===== src/rtl/present_sbox_layer_if.sv =====
// Handshake and data bundle for present_sbox_layer: input word channel plus result channel.
// The slave modport is the S-box layer; the master modport is whoever feeds and drains it.
interface present_sbox_layer_if #(
   parameter int NIBBLES = 16
);
   logic                   i_valid;
   logic                   i_ready;
   logic                   i_mode;
   logic [4*NIBBLES-1:0]   idat;
   logic                   o_valid;
   logic                   o_ready;
   logic [4*NIBBLES-1:0]   odat;

   modport master (
      output i_valid, i_mode, idat, o_ready,
      input  i_ready, o_valid, odat
   );

   modport slave (
      input  i_valid, i_mode, idat, o_ready,
      output i_ready, o_valid, odat
   );
endinterface


===== src/rtl/present_sbox_layer.sv =====
// PRESENT S-box layer: applies LANES 4-bit S-boxes per cycle, LSB group first, over a NIBBLES-wide word.
// Define PRESENT_SBOX_INV_EN to add per-lane inverse S-boxes selected by i_mode; otherwise only forward.
module present_sbox_layer #(
   parameter int NIBBLES = 16,
   parameter int LANES   = 4
) (
   input  logic               clk,
   input  logic               rst,
   present_sbox_layer_if.slave bus
);

   localparam int GROUPS = NIBBLES / LANES;
   localparam int CW     = (GROUPS > 1) ? $clog2(GROUPS) : 1;
   localparam int W      = 4 * NIBBLES;
   localparam int GW     = 4 * LANES;
   localparam int IW     = $clog2(W);
   localparam logic [CW-1:0] LAST = CW'(GROUPS - 1);

   generate
      if (LANES < 1 || (NIBBLES % LANES) != 0) begin : g_param_check
         $error("present_sbox_layer: NIBBLES must be a positive multiple of LANES");
      end
   endgenerate

   typedef enum logic [1:0] {
      IDLE,
      BUSY,
      DONE
   } state_t;

   state_t          state_q, state_d;
   logic [CW-1:0]   cnt_q, cnt_d;
   logic [W-1:0]    work_q, work_d;
   logic [IW-1:0]   lo;
   logic [GW-1:0]   grp;
   logic [GW-1:0]   grp_sub;

   function automatic logic [3:0] sbox_fwd(input logic [3:0] x);
      logic [3:0] y;
      case (x)
         4'h0: y = 4'hC;
         4'h1: y = 4'h5;
         4'h2: y = 4'h6;
         4'h3: y = 4'hB;
         4'h4: y = 4'h9;
         4'h5: y = 4'h0;
         4'h6: y = 4'hA;
         4'h7: y = 4'hD;
         4'h8: y = 4'h3;
         4'h9: y = 4'hE;
         4'hA: y = 4'hF;
         4'hB: y = 4'h8;
         4'hC: y = 4'h4;
         4'hD: y = 4'h7;
         4'hE: y = 4'h1;
         default: y = 4'h2;
      endcase
      return y;
   endfunction

`ifdef PRESENT_SBOX_INV_EN
   logic mode_q, mode_d;

   function automatic logic [3:0] sbox_inv(input logic [3:0] x);
      logic [3:0] y;
      case (x)
         4'h0: y = 4'h5;
         4'h1: y = 4'hE;
         4'h2: y = 4'hF;
         4'h3: y = 4'h8;
         4'h4: y = 4'hC;
         4'h5: y = 4'h1;
         4'h6: y = 4'h2;
         4'h7: y = 4'hD;
         4'h8: y = 4'hB;
         4'h9: y = 4'h4;
         4'hA: y = 4'h6;
         4'hB: y = 4'h3;
         4'hC: y = 4'h0;
         4'hD: y = 4'h7;
         4'hE: y = 4'h9;
         default: y = 4'hA;
      endcase
      return y;
   endfunction

   for (genvar l = 0; l < LANES; l++) begin : g_lane
      assign grp_sub[4*l +: 4] = mode_q ? sbox_inv(grp[4*l +: 4]) : sbox_fwd(grp[4*l +: 4]);
   end
`else
   for (genvar l = 0; l < LANES; l++) begin : g_lane
      assign grp_sub[4*l +: 4] = sbox_fwd(grp[4*l +: 4]);
   end
`endif

   // Bit offset of the nibble group the lane counter currently points at.
   assign lo  = IW'(int'(cnt_q) * GW);
   assign grp = work_q[lo +: GW];

   // Next-state logic: load on acceptance, substitute one group per BUSY cycle, hold in DONE.
   always_comb begin
      state_d = state_q;
      cnt_d   = cnt_q;
      work_d  = work_q;
`ifdef PRESENT_SBOX_INV_EN
      mode_d  = mode_q;
`endif
      case (state_q)
         IDLE: begin
            if (bus.i_valid) begin
               work_d  = bus.idat;
`ifdef PRESENT_SBOX_INV_EN
               mode_d  = bus.i_mode;
`endif
               cnt_d   = '0;
               state_d = BUSY;
            end
         end
         BUSY: begin
            work_d[lo +: GW] = grp_sub;
            if (cnt_q == LAST) begin
               cnt_d   = '0;
               state_d = DONE;
            end else begin
               cnt_d = cnt_q + 1'b1;
            end
         end
         DONE: begin
            if (bus.o_ready) begin
               state_d = IDLE;
            end
         end
         default: state_d = IDLE;
      endcase
   end

   // State register; reset abandons any word in flight.
   always_ff @(posedge clk or posedge rst) begin
      if (rst) begin
         state_q <= IDLE;
         cnt_q   <= '0;
         work_q  <= '0;
`ifdef PRESENT_SBOX_INV_EN
         mode_q  <= 1'b0;
`endif
      end else begin
         state_q <= state_d;
         cnt_q   <= cnt_d;
         work_q  <= work_d;
`ifdef PRESENT_SBOX_INV_EN
         mode_q  <= mode_d;
`endif
      end
   end

   assign bus.i_ready = (state_q == IDLE);
   assign bus.o_valid = (state_q == DONE);
   assign bus.odat    = work_q;

endmodule


===== src/flat_wrapper.sv =====
// flat-port wrapper written by rule: the top's interface ports become plain ports
module present_sbox_layer_flat 
#(
   parameter int NIBBLES = 16,
   parameter int LANES   = 4
)
  (clk, rst, bus_i_valid, bus_i_mode, bus_idat, bus_o_ready, bus_i_ready, bus_o_valid, bus_odat);
  present_sbox_layer_if #(.NIBBLES(NIBBLES)) bus_i ();
  input  logic clk;
  input  logic rst;
  input wire logic [$bits(bus_i.i_valid)-1:0] bus_i_valid;
  input wire logic [$bits(bus_i.i_mode)-1:0] bus_i_mode;
  input wire logic [$bits(bus_i.idat)-1:0] bus_idat;
  input wire logic [$bits(bus_i.o_ready)-1:0] bus_o_ready;
  output wire logic [$bits(bus_i.i_ready)-1:0] bus_i_ready;
  output wire logic [$bits(bus_i.o_valid)-1:0] bus_o_valid;
  output wire logic [$bits(bus_i.odat)-1:0] bus_odat;
  assign bus_i.i_valid = bus_i_valid;
  assign bus_i.i_mode = bus_i_mode;
  assign bus_i.idat = bus_idat;
  assign bus_i.o_ready = bus_o_ready;
  assign bus_i_ready = bus_i.i_ready;
  assign bus_o_valid = bus_i.o_valid;
  assign bus_odat = bus_i.odat;
  present_sbox_layer #(.NIBBLES(NIBBLES), .LANES(LANES)) u_core (.clk(clk), .rst(rst), .bus(bus_i));
endmodule

===== config.mk =====
export PLATFORM = sky130hd
export DESIGN_NAME = present_sbox_layer_flat
export DESIGN_NICKNAME = d
export VERILOG_FILES = /design/src/rtl/present_sbox_layer_if.sv /design/src/rtl/present_sbox_layer.sv /design/src/flat_wrapper.sv
export SDC_FILE = /design/constraint.sdc
export NUM_CORES = 1
export LEC_CHECK = 0
export BUFFER_PORTS_ARGS = -buffer_cell sky130_fd_sc_hd__buf_2
export CORE_ASPECT_RATIO = 2
export CORE_MARGIN = 8
export CORE_UTILIZATION = 30
export DETAILED_ROUTE_END_ITERATION = 12
export PLACE_DENSITY = 0.62
export SLEW_MARGIN = 20
export SYNTH_ARGS = -nofsm -noshare
export SYNTH_HDL_FRONTEND = slang
export SYNTH_SLANG_ARGS = --single-unit
export TNS_END_PERCENT = 30

===== constraint.sdc =====
create_clock -name clk -period 2.3 [get_ports clk]
set_input_delay 0.46 -clock clk [delete_from_list [all_inputs] [get_ports clk]]
set_output_delay 0.46 -clock clk [all_outputs]
set_load 0.01 [all_outputs]

Word level (Yosys, flattened, before mapping)
Memory sizes are Yosys's and may differ from the RTL's.
Index checks and enable logic that the tools add are counted.
- $add $sub $neg: 2
- equal/unequal tests: 6
- shift-type cells: 3
- multiplexer cells: 10
- reduce and logical (&&, ||, !) cells: 4
- operators by type and width (operator ; count):
    64-bit case mux with 2 select lines ; 1
    64-bit bitwise mux ; 1
    64-bit 2-to-1 mux ; 1
    16-bit by 8-bit variable shift with 64-bit output, first input constant ; 1
    16-bit by 8-bit indexed part select with 64-bit output ; 1
    64-bit by 7-bit indexed part select with 16-bit output ; 1
    2-bit 2-to-1 mux ; 5
    6-bit negator with 8-bit output ; 1
    2-bit case mux with 3 select lines ; 1
    2-bit == test, second input constant ; 2
    2-bit != test, second input constant ; 2
    2-bit case mux with 2 select lines ; 1
    3-bit AND reduction ; 1
    2-bit by 1-bit adder with 2-bit output, second input constant ; 1
    2-bit by 1-bit == test with 1-bit output, second input constant ; 1
    2-bit logical NOT ; 1
    2-bit by 1-bit != test with 1-bit output, second input constant ; 1
    2-bit AND reduction ; 1
    2-bit nonzero test ; 1
- register bits: 68
- memory bits (read-only): 256
- input port bits: 69
- memories kept: 4
- memories (memory ; depth ; width ; rd ports ; clocked after memory_dff ; wr ports ; RTL line ; RTL):
    (no name shown) ; 16 ; 4 ; 1 ; 0 ; 0 ; present_sbox_layer.sv:40 ; case (x)
    (no name shown) ; 16 ; 4 ; 1 ; 0 ; 0 ; present_sbox_layer.sv:40 ;
    (no name shown) ; 16 ; 4 ; 1 ; 0 ; 0 ; present_sbox_layer.sv:40 ;
    (no name shown) ; 16 ; 4 ; 1 ; 0 ; 0 ; present_sbox_layer.sv:40 ;

Logic depth before layout (Yosys ltp)
Gate-level depths: netlist (run 1).
An unclocked memory read counts as a cell.
- depth after elaboration: 5
- mapped depth: 9
- mapped depth without buffers: 7

Least setup slack after synthesis (run 1)
Ideal clock, no wire load.
- kind: reg-to-reg
- from: register u_core.cnt_q[1]
- to: register u_core.work_q[32], in the netlist u_core.bus.odat[32]
- data arrival time: 2.164 ns
- setup slack: -0.010 ns
- cell stages (with the launch flop): 10
- buffers on the path: 2
- path through: dfrtp_1 buf_6 buf_12 mux4_1 inv_1 ha_1 inv_1 mux2i_1 xor2_1 o221ai_1
- longest elaborated chain between the ends: 5
- elaborated cells between the ends (all ways): 10
- RTL lines (element ; RTL line ; RTL):
    from (decl) ; present_sbox_layer.sv:32 ; logic [CW-1:0] cnt_q, cnt_d;
    from (signal assigned) ; present_sbox_layer.sv:148 ; cnt_q <= cnt_d;
    64-bit by 7-bit indexed part select with 16-bit output ; present_sbox_layer.sv:98 ; assign grp = work_q[lo +: GW];
    memory read 16 x 4 bit ; n/a ;
    16-bit by 8-bit indexed part select with 64-bit output ; present_sbox_layer.sv:120 ; work_d[lo +: GW] = grp_sub;
    64-bit bitwise mux * ; present_sbox_layer.sv:120 ;
    64-bit case mux with 2 select lines * ; present_sbox_layer.sv:108 ; case (state_q)
    to (signal assigned) ; present_sbox_layer.sv:149 ; work_q <= work_d;
    to (decl) ; present_sbox_layer.sv:33 ; logic [W-1:0] work_q, work_d;
Every way passes the cells marked *; elsewhere a longest branch is shown, timed or not.
A chain may end at the register's enable or synchronous reset.

Worst setup path in the final report (run 1)
- from: register u_core.cnt_q[1]
- to: register u_core.work_q[9], in the netlist u_core.bus.odat[9]
Same word-level chain as after synthesis.

==> run summary, run 1 <==
The run finished with clean final reports. The number of I/O port buffers came out at 133. The number of levels the H-tree was split into is 3.

The detailed-router iteration count before antenna repair is 4. Ranked by instance count, the synthesized netlist is headed by nand2_1 (136), dfrtp_1 (68), o221ai_1 (64), ha_1 (24), clkbuf_1 (22). The post-placement cell count came out at 761. After synthesis, the share of flip-flops with an asynchronous set or reset is 100%. The headroom to the max-slew limit is about two thirds. The final-report hold violation count was 0. The worst path arrival time is 2520 ps.

The overall track demand over capacity in global routing is 16.9%. The antenna diode count came out at 0. The via count of the first global-routing pass came out at 4587.

The tree is rooted in a clkbuf_16. The total wire length after detailed routing is about 16 mm. The power density relative to cell area is 1850 nW/um2. The xor/xnor share of the synthesized area is 1.03%.

The netlist uses 30 different library cells. The share of final-layout standard cells stronger than drive strength 1 came out at 40.0%. The horizontal die dimension is about 100 um. The clock buffer count from CTS is 9.

The pre-CTS setup slack came out at -39.0 ps. The worst vdd rail ir drop is about 0.74 mV. The cell area after technology mapping came out at 4270 um2. The max-slew violation count is 0. The count of final setup violators came out at 0. The most used flip-flop cell after synthesis is dfrtp_1. The sequential area share after synthesis is 39.8%.

Synthesis handed over a netlist of 434 instances. The path type of the worst min-delay path is in2async. The top fanout value on the critical path is 6. Summed over all nets, the half-perimeter wirelength after detailed placement is 11.6 mm.

The die covers 18500 um2. The required arrival time at the worst endpoint came out at 2550 ps. The number of max-capacitance violations reported came out at 0.

The total global routing overflow came out at 0. The adder-cell share of the synthesized area is 7.03%. The fmax came out at 440 MHz. The final total negative setup slack is 0 ps.

The initial antenna violation count is 0. The worst setup path is of the reg2reg kind. The number of enable flip-flop cells after synthesis is 0. The antenna violation net count after detailed routing came out at 0.

Summing the areas of all and, or, nand and nor instances in the mapped netlist gives 14.8% of the synthesized area. The via count normalized by instance count came out at 5.27. At the pin with the least slew margin, the transition time is 517 ps. In the routed design, unresolved DRC markers number 0. The largest buffer count on any clock path is 2. After detailed routing, the average wire length per cell comes to 20.3 um. After layout, the worst path uses 98.8% of the clock period. TritonCTS built the clock tree. The post-synth net total is 527. The initial core utilization came out at between 30% and 40%. The layout overhead on the synthesized area is 37.4%. Summed over all cells, the static leakage comes to ~0.0028 uW. During I/O placement, the number of pins put on the boundary was 135. For this design, the sink count on the clock tree is 68. The placer congestion estimate is around 0.90. The portion of synthesized area spent on multiplexers is 13.7%. The count of placed standard cells in the final layout, fillers left out came out at 787. The maximum number of pins on one net before global-route repair is 69. The count of state elements after synthesis is 68. Among all cell types in the netlist, the one instantiated most often is nand2_1. The wire length of the first global-routing pass is 24.0 mm. The number of hold buffers added after cts is 0. The worst setup path is launched from a flip-flop. The clock insertion delay at the later pin of the skew report is about 340 ps. The number of vias in the routed layout is between 4k and 5k. The number of DRC markers in iteration 0 came out at 252. The library cell occupying the most area in the post-synthesis netlist is dfrtp_1. The worst setup path is captured at a flip-flop. The synthesized netlist devotes between 10% and 20% of its cell area to compound gates.

Setup repair after global routing could not meet its margin everywhere. The number of nets in the finished design is 686. The shortest period the worst path allows came out at ~2300 ps. The clock-pin slew of the registers on the worst-case setup and hold paths is 60 ps.

The site row count came out at 61. The smallest setup slack after layout came out at 27.1 ps. The average cell area after synthesis came out at ~10 um2. The Yosys step of the flow raised 0 warnings. Clock skew on the completed layout was measured at 6.69 ps. The largest family of logic cells by synthesized area is compound AO/OA/AOI/OAI gates. The die extent in y came out at 185 um. In this run the standard cell core region covers 13900 um2.

The share of synthesized area in the top cell type comes to 39.8%. After synthesis, the cell types taking the most area are dfrtp_1 (40%), o221ai_1 (13%), nand2_1 (12%), ha_1 (7.0%), mux4_2 (4.7%).
[registers in the layout, summed over array words and instances (netlist names)]
name             count
u_core.bus.odat     64
u_core.cnt_q         2
u_core.state_q       2
[worst max-delay path: stages, from the launching register on]
cell      delay, ps
dfrtp_2         450
buf_12          160
mux4_2          540
buf_6           160
ha_1            200
inv_1            80
a21oi_1          80
a22o_1          290
o221ai_2        210
[layout make-up]
cell class | instances | area, um2
sequential | 68 | 1700
clock inverter | 6 | 111
fill | 1380 | 8020
multi-input combinational | 311 | 2400
tap | 189 | 236
clock buffer | 10 | 239
timing repair buffer | 183 | 1100
inverter | 20 | 75.1
[metrics by stage]
step / utilization, % / cell area [um2] / power, uW / hold slack [ps]
6_report: 42.2 / 5870 / 10800 / 189
5_1_grt: 42.2 / 5870 / 11500 / 213
4_1_cts: 41.0 / 5700 / 10300 / 209
3_5_place_dp: 38.3 / 5320 / 8530 / 498
3_3_place_gp: 38.3 / 5320 / 8250 / 491
2_1_floorplan: - / 4270 / 6120 / 532
[final timing paths]
check | start | slack [ps] | cells past startpoint | to
hold reg to reg | u_core.bus.odat[35] | 510 | 2 | u_core.bus.odat[35]
max in group asynchronous | rst | 1770 | 3 | u_core.bus.odat[22]
setup reg to reg | u_core.cnt_q[1] | 30 | 8 | u_core.bus.odat[9]
hold / removal | rst | 190 | 3 | u_core.bus.odat[3]
setup / recovery | u_core.cnt_q[1] | 30 | 8 | u_core.bus.odat[9]
min in group clk | bus_idat[32] | 410 | 3 | u_core.bus.odat[32]
[metal layers]
layer	vias up	wire length, um	track usage (%)	part of all wire [%]
li1	1890	-	-	-
met1	2064	5720	16.6	36
met2	153	8740	30.8	55
met3	44	793	3.82	5.0
met4	0	705	11.0	4.4
met5	-	0	0	0
[cells by family (layout without fill, tap and decap cells)]
group           Yosys count  after routing
fa+ha+maj                24             24
buf+inv                  55            219
simple gates            158            158
flops                    68             68
mux                      36             36
compound gates           88             88
xor+xnor                  5              5
[layout by cell type, fill, tap and decap left out, types with 3 or more instances in the layout]
cell type / synthesis / routed
nor2_1: 7 / 7
o221ai_1: 64 / 58
mux2i_1: 20 / 19
bufinv_16: 0 / 3
o221ai_2: 0 / 6
xor2_1: 4 / 4
nand2_1: 136 / 136
inv_2: 0 / 8
ha_1: 24 / 21
a21o_1: 4 / 4
o21a_1: 4 / 4
o21ai_0: 3 / 3
buf_4: 4 / 42
nand2b_1: 8 / 7
clkbuf_16: 0 / 10
mux4_2: 9 / 15
dfrtp_1: 68 / 67
ha_4: 0 / 3
inv_1: 20 / 12
a22o_1: 4 / 3
a21oi_1: 5 / 5
buf_2: 5 / 133
buf_6: 1 / 5
[power breakdown]
part | internal (uW) | switching (uW) | total, uW | leakage (uW)
logic | 3110 | 3950 | 7060 | 0.00180
registers | 1690 | 463 | 2160 | 0.000877
clock network | 1090 | 536 | 1620 | 0.000169
total | 5890 | 4950 | 10800 | 0.00284
[what timing repair did]
item | in CTS | in global routing
cloned | 0 | 1
resized for setup | 4 | 27
setup buffers | 5 | 4
endpoints found under the setup margin | 18 | 44
pin swaps | 1 | 13
Note: power is estimated with default switching activity, not from simulation.
==> inputs of run 2 (changes only) <==
--- a/config.mk
+++ b/config.mk
@@ -11,6 +11,7 @@
 export CORE_UTILIZATION = 30
 export DETAILED_ROUTE_END_ITERATION = 12
 export PLACE_DENSITY = 0.62
+export RECOVER_POWER = 100
 export SLEW_MARGIN = 20
 export SYNTH_ARGS = -nofsm -noshare
 export SYNTH_HDL_FRONTEND = slang
==> run 2 against run 1 <==
The run now ends with capacitance limit, slew limit left. Hold slack improved by 220 ps. Clock skew is essentially flat. Critical path depth is the same. Core utilization is 0.67 points lower. Combinational power down 2%. Non-clock buffer count did not move. Critical endpoint unchanged. Highest routed layer unchanged.
==> run summary, run 2 (synthesis gave the netlist of run 1 again) <==
Result of the run: finished, violations left (was finished, final reports clean). The final reports fail on capacitance limit, slew limit. The overall power came out at 10700 uW (was 10800 uW). The shortest period the worst path allows is 2270 ps (about the same).

The initial core utilization is 30.7% (unchanged). The fmax came out at 440 MHz (about the same). The number of remaining DRC errors came out at 0 (unchanged).

The class of the most critical setup path is reg2reg (unchanged). The layout filler cell count came to 1410 (was 1380). The smallest setup slack after layout came out at 28.3 ps (was 27.1 ps). The headroom to the max-slew limit came out at -16.8% (was 65.5%). The reported leakage power came out at 0.00262 uW (was 0.00284 uW). The via count of the first global-routing pass is 4587 (unchanged). The critical path capture point type was a flip-flop (unchanged).

The pre-CTS setup slack is -39.0 ps (unchanged). The initial antenna violation count came to 0 (unchanged). The clock sink count is 68 (unchanged).

The final-report hold violation count is 0 (unchanged). The power density relative to cell area came out at 1860 nW/um2 (was 1850 nW/um2). The worst path arrival time came out at 2520 ps (about the same). The share of final-layout standard cells stronger than drive strength 1 is 29.4% (was 40.0%).

The routed length per instance came out at 20.3 um (about the same). The clock-pin slew of the registers on the worst-case setup and hold paths is 60 ps (about the same). The antenna violation net count after detailed routing was 0 (unchanged). The detailed-router iteration count before antenna repair is 4 (unchanged).

The die extent in y was 185 um (unchanged). The total global routing overflow came to 0 (unchanged). The final total negative setup slack was 0 ps (unchanged).

The overall track demand over capacity in global routing is 16.9% (unchanged). The worst vdd rail ir drop came out at 0.739 mV (about the same). The maximum cell stage delay along the critical path is 540 ps (about the same). The die area is 18500 um2 (unchanged). The number of DRC markers in iteration 0 came to 246 (was 252). The wire length on met1 came to 5.68 mm (was 5.72 mm). The site row count is 61 (unchanged). The final HPWL from detailed placement is 11.6 mm (unchanged). The top fanout value on the critical path came out at 6 (unchanged). The flip-flop count of the largest register after layout came out at 64 (unchanged). The wire length of the first global-routing pass came out at 24.0 mm (unchanged). The startpoint of the lowest-slack hold path is bus_idat[32]. The placer congestion estimate came out at 0.895 (unchanged). The clock insertion delay at the later pin of the skew report is 340 ps (about the same). The final setup skew came to 7.05 ps (was 6.69 ps). The via count normalized by instance count is 5.29 (was 5.27). The clock buffer count from CTS is 9 (unchanged). The number of I/O pins is 135 (unchanged).

The clock tree from TritonCTS is done (unchanged). Unrepaired setup endpoints after global routing: yes (unchanged). The number of nets in the finished design came out at 686 (unchanged).

The total wire length after detailed routing is 15.9 mm (was 16.0 mm). The number of levels the H-tree was split into came out at 3 (unchanged). The start point of the critical path is u_core.cnt_q[1] (unchanged). The portion of the clock cycle consumed by the worst path in the final layout is 98.8% (about the same). The kind of launch point of the worst setup path is a flip-flop (unchanged). The required arrival time at the worst endpoint is 2550 ps (about the same).

The area of the core is 13900 um2 (unchanged). The maximum number of pins on one net before global-route repair is 69 (unchanged). The most common cell after layout, fill and taps aside is nand2_1 (unchanged). The number of max-capacitance violations reported is 1 (was 0).

The actual slew at the worst max-slew pin is 1750 ps (was 517 ps). The launch point of the worst reg-to-reg path is u_core.cnt_q[1] (unchanged). The horizontal die dimension is 100 um (unchanged). The master of the slowest instance on the critical path is mux4_2 (unchanged). The max-slew violation count came out at 69 (was 0). Commonest cells after routing, fill and taps aside: nand2_1 (136), buf_2 (71), dfrtp_1 (67), clkbuf_1 (62), o221ai_1 (58) (was nand2_1 (136), buf_2 (133), dfrtp_1 (67), o221ai_1 (58), buf_4 (42)).

The clock root buffer master is clkbuf_16 (unchanged). The met2 wire length is 8.72 mm (was 8.74 mm). Sequence of cells on the critical path: buf_12, mux4_2, buf_6, ha_1, inv_1, a21oi_1, a22o_1, o221ai_2 (unchanged). The routed length on met3 is 836 um (was 793 um). The largest buffer count on any clock path came out at 2 (unchanged). The layout overhead on the synthesized area came out at 35.2% (was 37.4%). The count of final setup violators came to 0 (unchanged). The uppermost signal routing layer after detailed routing is met4 (unchanged).

The number of I/O port buffers is 133 (unchanged). The antenna diode count is 0 (unchanged). The area of the multi-input gates is 2400 um2 (unchanged). The flip-flop and latch area is 1700 um2 (unchanged).

The number of vias in the routed layout is 4161 (was 4151). The path type of the worst min-delay path is in2reg (was in2async).
run 2: cell count changes in the layout (fill, tap and decap cells not counted):
| cell | change |
|---|---|
| buf_2 | -62 |
| inv_2 | -1 |
| clkbuf_1 | +62 |
| buf_12 | -1 |
| clkbuf_2 | +1 |
| inv_1 | +1 |
run 2: per-layer routing:
layer	GRT usage, %	vias up
met5	0	-
met4	11.0	0
met3	3.82	44
met2	30.8	166
met1	16.6	2061
li1	-	1890
run 2: area by class of cell:
cell class | instances | area share, %
inverter | 20 | 1.30
timing repair buffer | 183 | 17.5
multi-input combinational | 311 | 41.6
sequential | 68 | 29.5
tap | 189 | 4.10
clock buffer | 10 | 4.14
clock inverter | 6 | 1.93
run 2: worst paths after layout:
check                           cells past startpoint  slack, ps                   to
worst min-delay path                                3        410  u_core.bus.odat[32]
worst max-delay path                                8         30   u_core.bus.odat[9]
min in group asynchronous                           3        740   u_core.bus.odat[3]
max in group asynchronous                           3        420      u_core.cnt_q[1]
worst min register to register                      2        510  u_core.bus.odat[35]
worst max register to register                      8         30   u_core.bus.odat[9]
run 2: power by group:
group | switching, uW | total [uW] | internal, uW
registers | 480 | 2170 | 1690
clock network | 538 | 1630 | 1090
logic | 3940 | 6930 | 3000
total | 4960 | 10700 | 5780
run 2: repair_timing:
action	CTS	global route
buffers inserted	5	4
hold buffers	0	0
pin swaps	1	13
resized for setup	4	27
endpoints found under the setup margin	18	44
gates cloned	0	1
run 2: metrics by stage:
| step | instances | instance area [um2] | utilization [%] | hold slack, ps |
|---|---|---|---|---|
| 2_1_floorplan | 434 | 4270 | - | 532 |
| 3_3_place_gp | 761 | 5320 | 38.3 | 491 |
| 3_5_place_dp | 761 | 5320 | 38.3 | 498 |
| 4_1_cts | 782 | 5700 | 41.0 | 209 |
| 5_1_grt | 787 | 5770 | 41.6 | 413 |
| 6_report | 787 | 5770 | 41.6 | 408 |
run 2: worst max-delay path: cells and delay by family, from the launching register on:
kind,cells,cell delay (ps)
flip-flops,1,450
AO/OA/AOI/OAI,3,580
adder cells (fa/ha/maj),1,200
buffers and inverters,3,400
multiplexers,1,540
==> inputs of run 3 (changes only) <==
--- a/config.mk
+++ b/config.mk
@@ -5,12 +5,13 @@
 export SDC_FILE = /design/constraint.sdc
 export NUM_CORES = 1
 export LEC_CHECK = 0
+export ABC_AREA = 1
 export BUFFER_PORTS_ARGS = -buffer_cell sky130_fd_sc_hd__buf_2
 export CORE_ASPECT_RATIO = 2
 export CORE_MARGIN = 8
 export CORE_UTILIZATION = 30
 export DETAILED_ROUTE_END_ITERATION = 12
-export PLACE_DENSITY = 0.62
+export PLACE_DENSITY = 0.6
 export RECOVER_POWER = 100
 export SLEW_MARGIN = 20
 export SYNTH_ARGS = -nofsm -noshare
==> run 3 against run 2 <==
The run still ends with capacitance limit, slew limit left. Design area up 14%. Clock skew up 1.5 ps. Routed wire length up 34%. Setup slack better by 130 ps. Critical path type unchanged.
==> run summary, run 3 <==
Result of the run: finished, violations left (unchanged). Failing checks: capacitance limit, slew limit (unchanged). In this design, the critical path's most frequently occurring cell is nand3_1.

Commonest cells after routing, fill and taps aside: nand2_1 (196), a21oi_1 (80), buf_2 (68), dfrtp_1 (67), clkbuf_1 (66) (was nand2_1 (136), buf_2 (71), dfrtp_1 (67), clkbuf_1 (62), o221ai_1 (58)). The maximum cell stage delay along the critical path came out at 410 ps (was 540 ps). The cell area after technology mapping is 5450 um2 (was 4270 um2). The number of enable flip-flop cells after synthesis is 0 (unchanged). The antenna violation net count after detailed routing is 0 (unchanged). The master of the slowest instance on the critical path is dfrtp_1 (was mux4_2). The most common cell after layout, fill and taps aside is nand2_1 (unchanged). The total wire length after detailed routing came out at 21.4 mm (was 15.9 mm). The final-report hold violation count came out at 0 (unchanged). The number of max-capacitance violations reported is 1 (unchanged).

The clock insertion delay at the later pin of the skew report came out at 340 ps (about the same). The synthesized-area fraction occupied by ao, oa, aoi and oai cells came out at 15.0% (was 17.7%). Sequence of cells on the critical path: inv_2, buf_4, nand3_1, nand2_1, ha_1, inv_1, nand3_1, nand3_1, nand2_2, nand2_1, a31oi_1 (was buf_12, mux4_2, buf_6, ha_1, inv_1, a21oi_1, a22o_1, o221ai_2). The initial antenna violation count is 0 (unchanged).

The total global routing overflow came out at 0 (unchanged). The area of the core is 17800 um2 (was 13900 um2). The fmax was 466 MHz (was 440 MHz). The antenna diode count came out at 0 (unchanged).

The layout filler cell count came to 1955 (was 1410). Top cells by area in the synthesized netlist: dfrtp_1 (31%), nand2_1 (14%), a21oi_1 (7.4%), ha_1 (5.5%), nand3_1 (5.4%) (was dfrtp_1 (40%), o221ai_1 (13%), nand2_1 (12%), ha_1 (7.0%), mux4_2 (4.7%)). The xor/xnor share of the synthesized area came out at 0% (was 1.03%). The share of async-settable or async-resettable flops after synthesis came out at 100% (unchanged).

The placement-stage cell area is 6280 um2 (was 5320 um2). The post-route cell area is 6580 um2 (was 5770 um2). The actual slew at the worst max-slew pin came out at 1810 ps (was 1750 ps).

The largest buffer count on any clock path came out at 2 (unchanged). The number of levels the H-tree was split into is 3 (unchanged). The number of I/O port buffers is 133 (unchanged).

The die area is 23000 um2 (was 18500 um2). The shortest period the worst path allows is 2150 ps (was 2270 ps). The share of final-layout standard cells stronger than drive strength 1 is 23.6% (was 29.4%). The clock-pin slew of the registers on the worst-case setup and hold paths came out at 60 ps (about the same). The number of cells produced by synthesis came to 741 (was 434). The multiplexer share of the synthesized area was 0% (was 13.7%). The cell count of the worst hold path is 2 (was 3). The largest family of logic cells by synthesized area is simple AND/OR/NAND/NOR gates (was compound AO/OA/AOI/OAI gates).

The clock buffer count from CTS is 9 (unchanged). The number of DRC markers in iteration 0 is 316 (was 246). The critical path capture point type is a flip-flop (unchanged). The average cell area after synthesis is 7.35 um2 (was 9.84 um2).

The final setup skew is 8.57 ps (was 7.05 ps). The placer congestion estimate came out at 0.896 (was 0.895). The top flip-flop cell by instance count after synthesis is dfrtp_1 (unchanged). The flop-to-flop setup slack is 150 ps (was 30 ps).

The flip-flop count of the largest register after layout is 64 (unchanged). The simple-gate area share of the yosys netlist is 39.2% (was 14.8%). The horizontal die dimension is 111 um (was 100 um). The maximum number of pins on one net before global-route repair is 69 (unchanged).

The required arrival time at the worst endpoint was 2510 ps (was 2550 ps). The top fanout value on the critical path is 19 (was 6). The number of remaining DRC errors came out at 0 (unchanged). The wire length of the first global-routing pass came out at 32.0 mm (was 24.0 mm). The fraction of post-synthesis cell area in the top cell type by area is 31.2% (was 39.8%). The max-slew violation count came out at 69 (unchanged). The count of state elements after synthesis came out at 68 (unchanged). The number of nets in the finished design is 955 (was 686). The layout overhead on the synthesized area is 20.8% (was 35.2%). The clock sink count is 68 (unchanged). The flip-flop and latch area is 1700 um2 (unchanged).

The count of cells along the worst register-to-register path came out at 11 (was 8). The post-synth net total is 834 (was 527). The adder-cell share of the synthesized area came out at 5.51% (was 7.03%).

Unrepaired setup endpoints after global routing: yes (unchanged). The routed length per instance came out at 19.8 um (was 20.3 um). The final total negative setup slack came out at 0 ps (unchanged).

The clock tree from TritonCTS is done (unchanged). The end of the worst hold path is u_core.state_q[1] (was u_core.bus.odat[32]). The via count normalized by instance count came out at 5.30 (was 5.29). The worst path arrival time is 2350 ps (was 2520 ps). The startpoint of the lowest-slack hold path is bus_o_ready (was bus_idat[32]). The area of the multi-input gates came out at 3260 um2 (was 2400 um2). The die extent in y is 207 um (was 185 um). The count of final setup violators came to 0 (unchanged). The site row count came out at 69 (was 61). The number of vias in the routed layout came out at 5724 (was 4161). The cell with the most instances after synthesis is nand2_1 (unchanged). The detailed-router iteration count before antenna repair came to 5 (was 4). The number of hold buffers added after cts was 0 (unchanged). The library cell occupying the most area in the post-synthesis netlist is dfrtp_1 (unchanged). The final HPWL from detailed placement was 16.5 mm (was 11.6 mm). The kind of launch point of the worst setup path is a flip-flop (unchanged). The clock root buffer master is clkbuf_16 (unchanged). The capturing point of the worst reg2reg path is u_core.bus.odat[12] (was u_core.bus.odat[9]). The class of the most critical setup path is reg2reg (unchanged). The path type of the worst min-delay path was in2reg (unchanged).

The Yosys warning count came out at 0 (unchanged). The initial core utilization is 30.6% (was 30.7%). The number of I/O pins is 135 (unchanged).

The via count of the first global-routing pass came out at 5916 (was 4587). The overall track demand over capacity in global routing was 17.9% (was 16.9%). The launch point of the worst reg-to-reg path was u_core.cnt_q[1] (unchanged). The headroom to the max-slew limit was -20.3% (was -16.8%). The portion of the clock cycle consumed by the worst path in the final layout is 93.3% (was 98.8%). Commonest cells in the netlist: nand2_1 (196), a21oi_1 (80), dfrtp_1 (68), nor2_1 (61), nand3_1 (59) (was nand2_1 (136), dfrtp_1 (68), o221ai_1 (64), ha_1 (24), clkbuf_1 (22)). The sequential area share after synthesis came out at 31.2% (was 39.8%). The number of unique standard cell types used by synthesis was 34 (was 30).
==> run 3: cell count changes in the layout (fill, tap and decap cells not counted), sizes merged, moves of 12 or more <==
cell and change:
a21oi +75, a22oi +16, nand2 +101, mux2i -20, o21ai +12, nand4 +31
nor2 +57, o221ai -64, inv +23, buf -30, mux4 -16, a31oi +16
nand3 +83
==> run 3: cell families after synthesis <==
family          count (synthesis)
simple gates                  428
compound gates                132
buf+inv                        89
flops                          68
fa+ha+maj                      24
==> run 3: per-stage QoR <==
stage               std cells  setup WS (ps)  utilization (%)  hold slack (ps)
finish                   1080            154             37.0              314
global route             1080          -39.2             37.0              337
global placement         1061            184             35.3              538
floorplan                 741            128                -              560
detailed placement       1061            157             35.3              550
CTS                      1077            146             37.2              207
==> run 3: how the worst max path moves through the flow <==
stage                          from                   to  slack (ps)
floorplan                       rst   u_core.bus.odat[0]         130
global placement    u_core.cnt_q[0]  u_core.bus.odat[40]         180
detailed placement  u_core.cnt_q[0]  u_core.bus.odat[60]         160
CTS                 u_core.cnt_q[0]  u_core.bus.odat[40]         150
global route        u_core.cnt_q[1]  u_core.bus.odat[14]         -40
finish              u_core.cnt_q[1]  u_core.bus.odat[12]         150
==> run 3: final cells by class <==
class                   count  area share [%]
repair buffers            156            12.7
clock inverters             6            1.69
multi-input cells         584            49.5
inverters                  43            2.68
clock buffers              10            3.48
flip-flops and latches     68            25.9
well taps                 213            4.05
==> run 3: per-layer routing <==
metal,routed length (um),global-route usage [%],vias to the layer above,part of all wire (%)
li1,-,-,2746,-
met1,6500,14.9,2732,30
met2,12700,36.8,178,59
met3,815,2.78,68,3.8
met4,1410,12.6,0,6.6
met5,0,0,-,0
==> run 3: worst max-delay path: cells and delay by family, from the launching register on <==
kind                       cells  cell delay [ps]
and+or+nand+nor                6              650
buffers and inverters          3              580
DFF                            1              410
AOI/OAI and AO/OA              1               70
adders and majority gates      1              280
==> run 3: repair_timing <==
item | in CTS | in global routing
resized for setup | 0 | 2
buffers inserted | 0 | 2
setup endpoints to repair | 0 | 12
Power of run 3 is not shown: default switching activity piles up to over one toggle a cycle in this logic, so the estimate is an artifact.
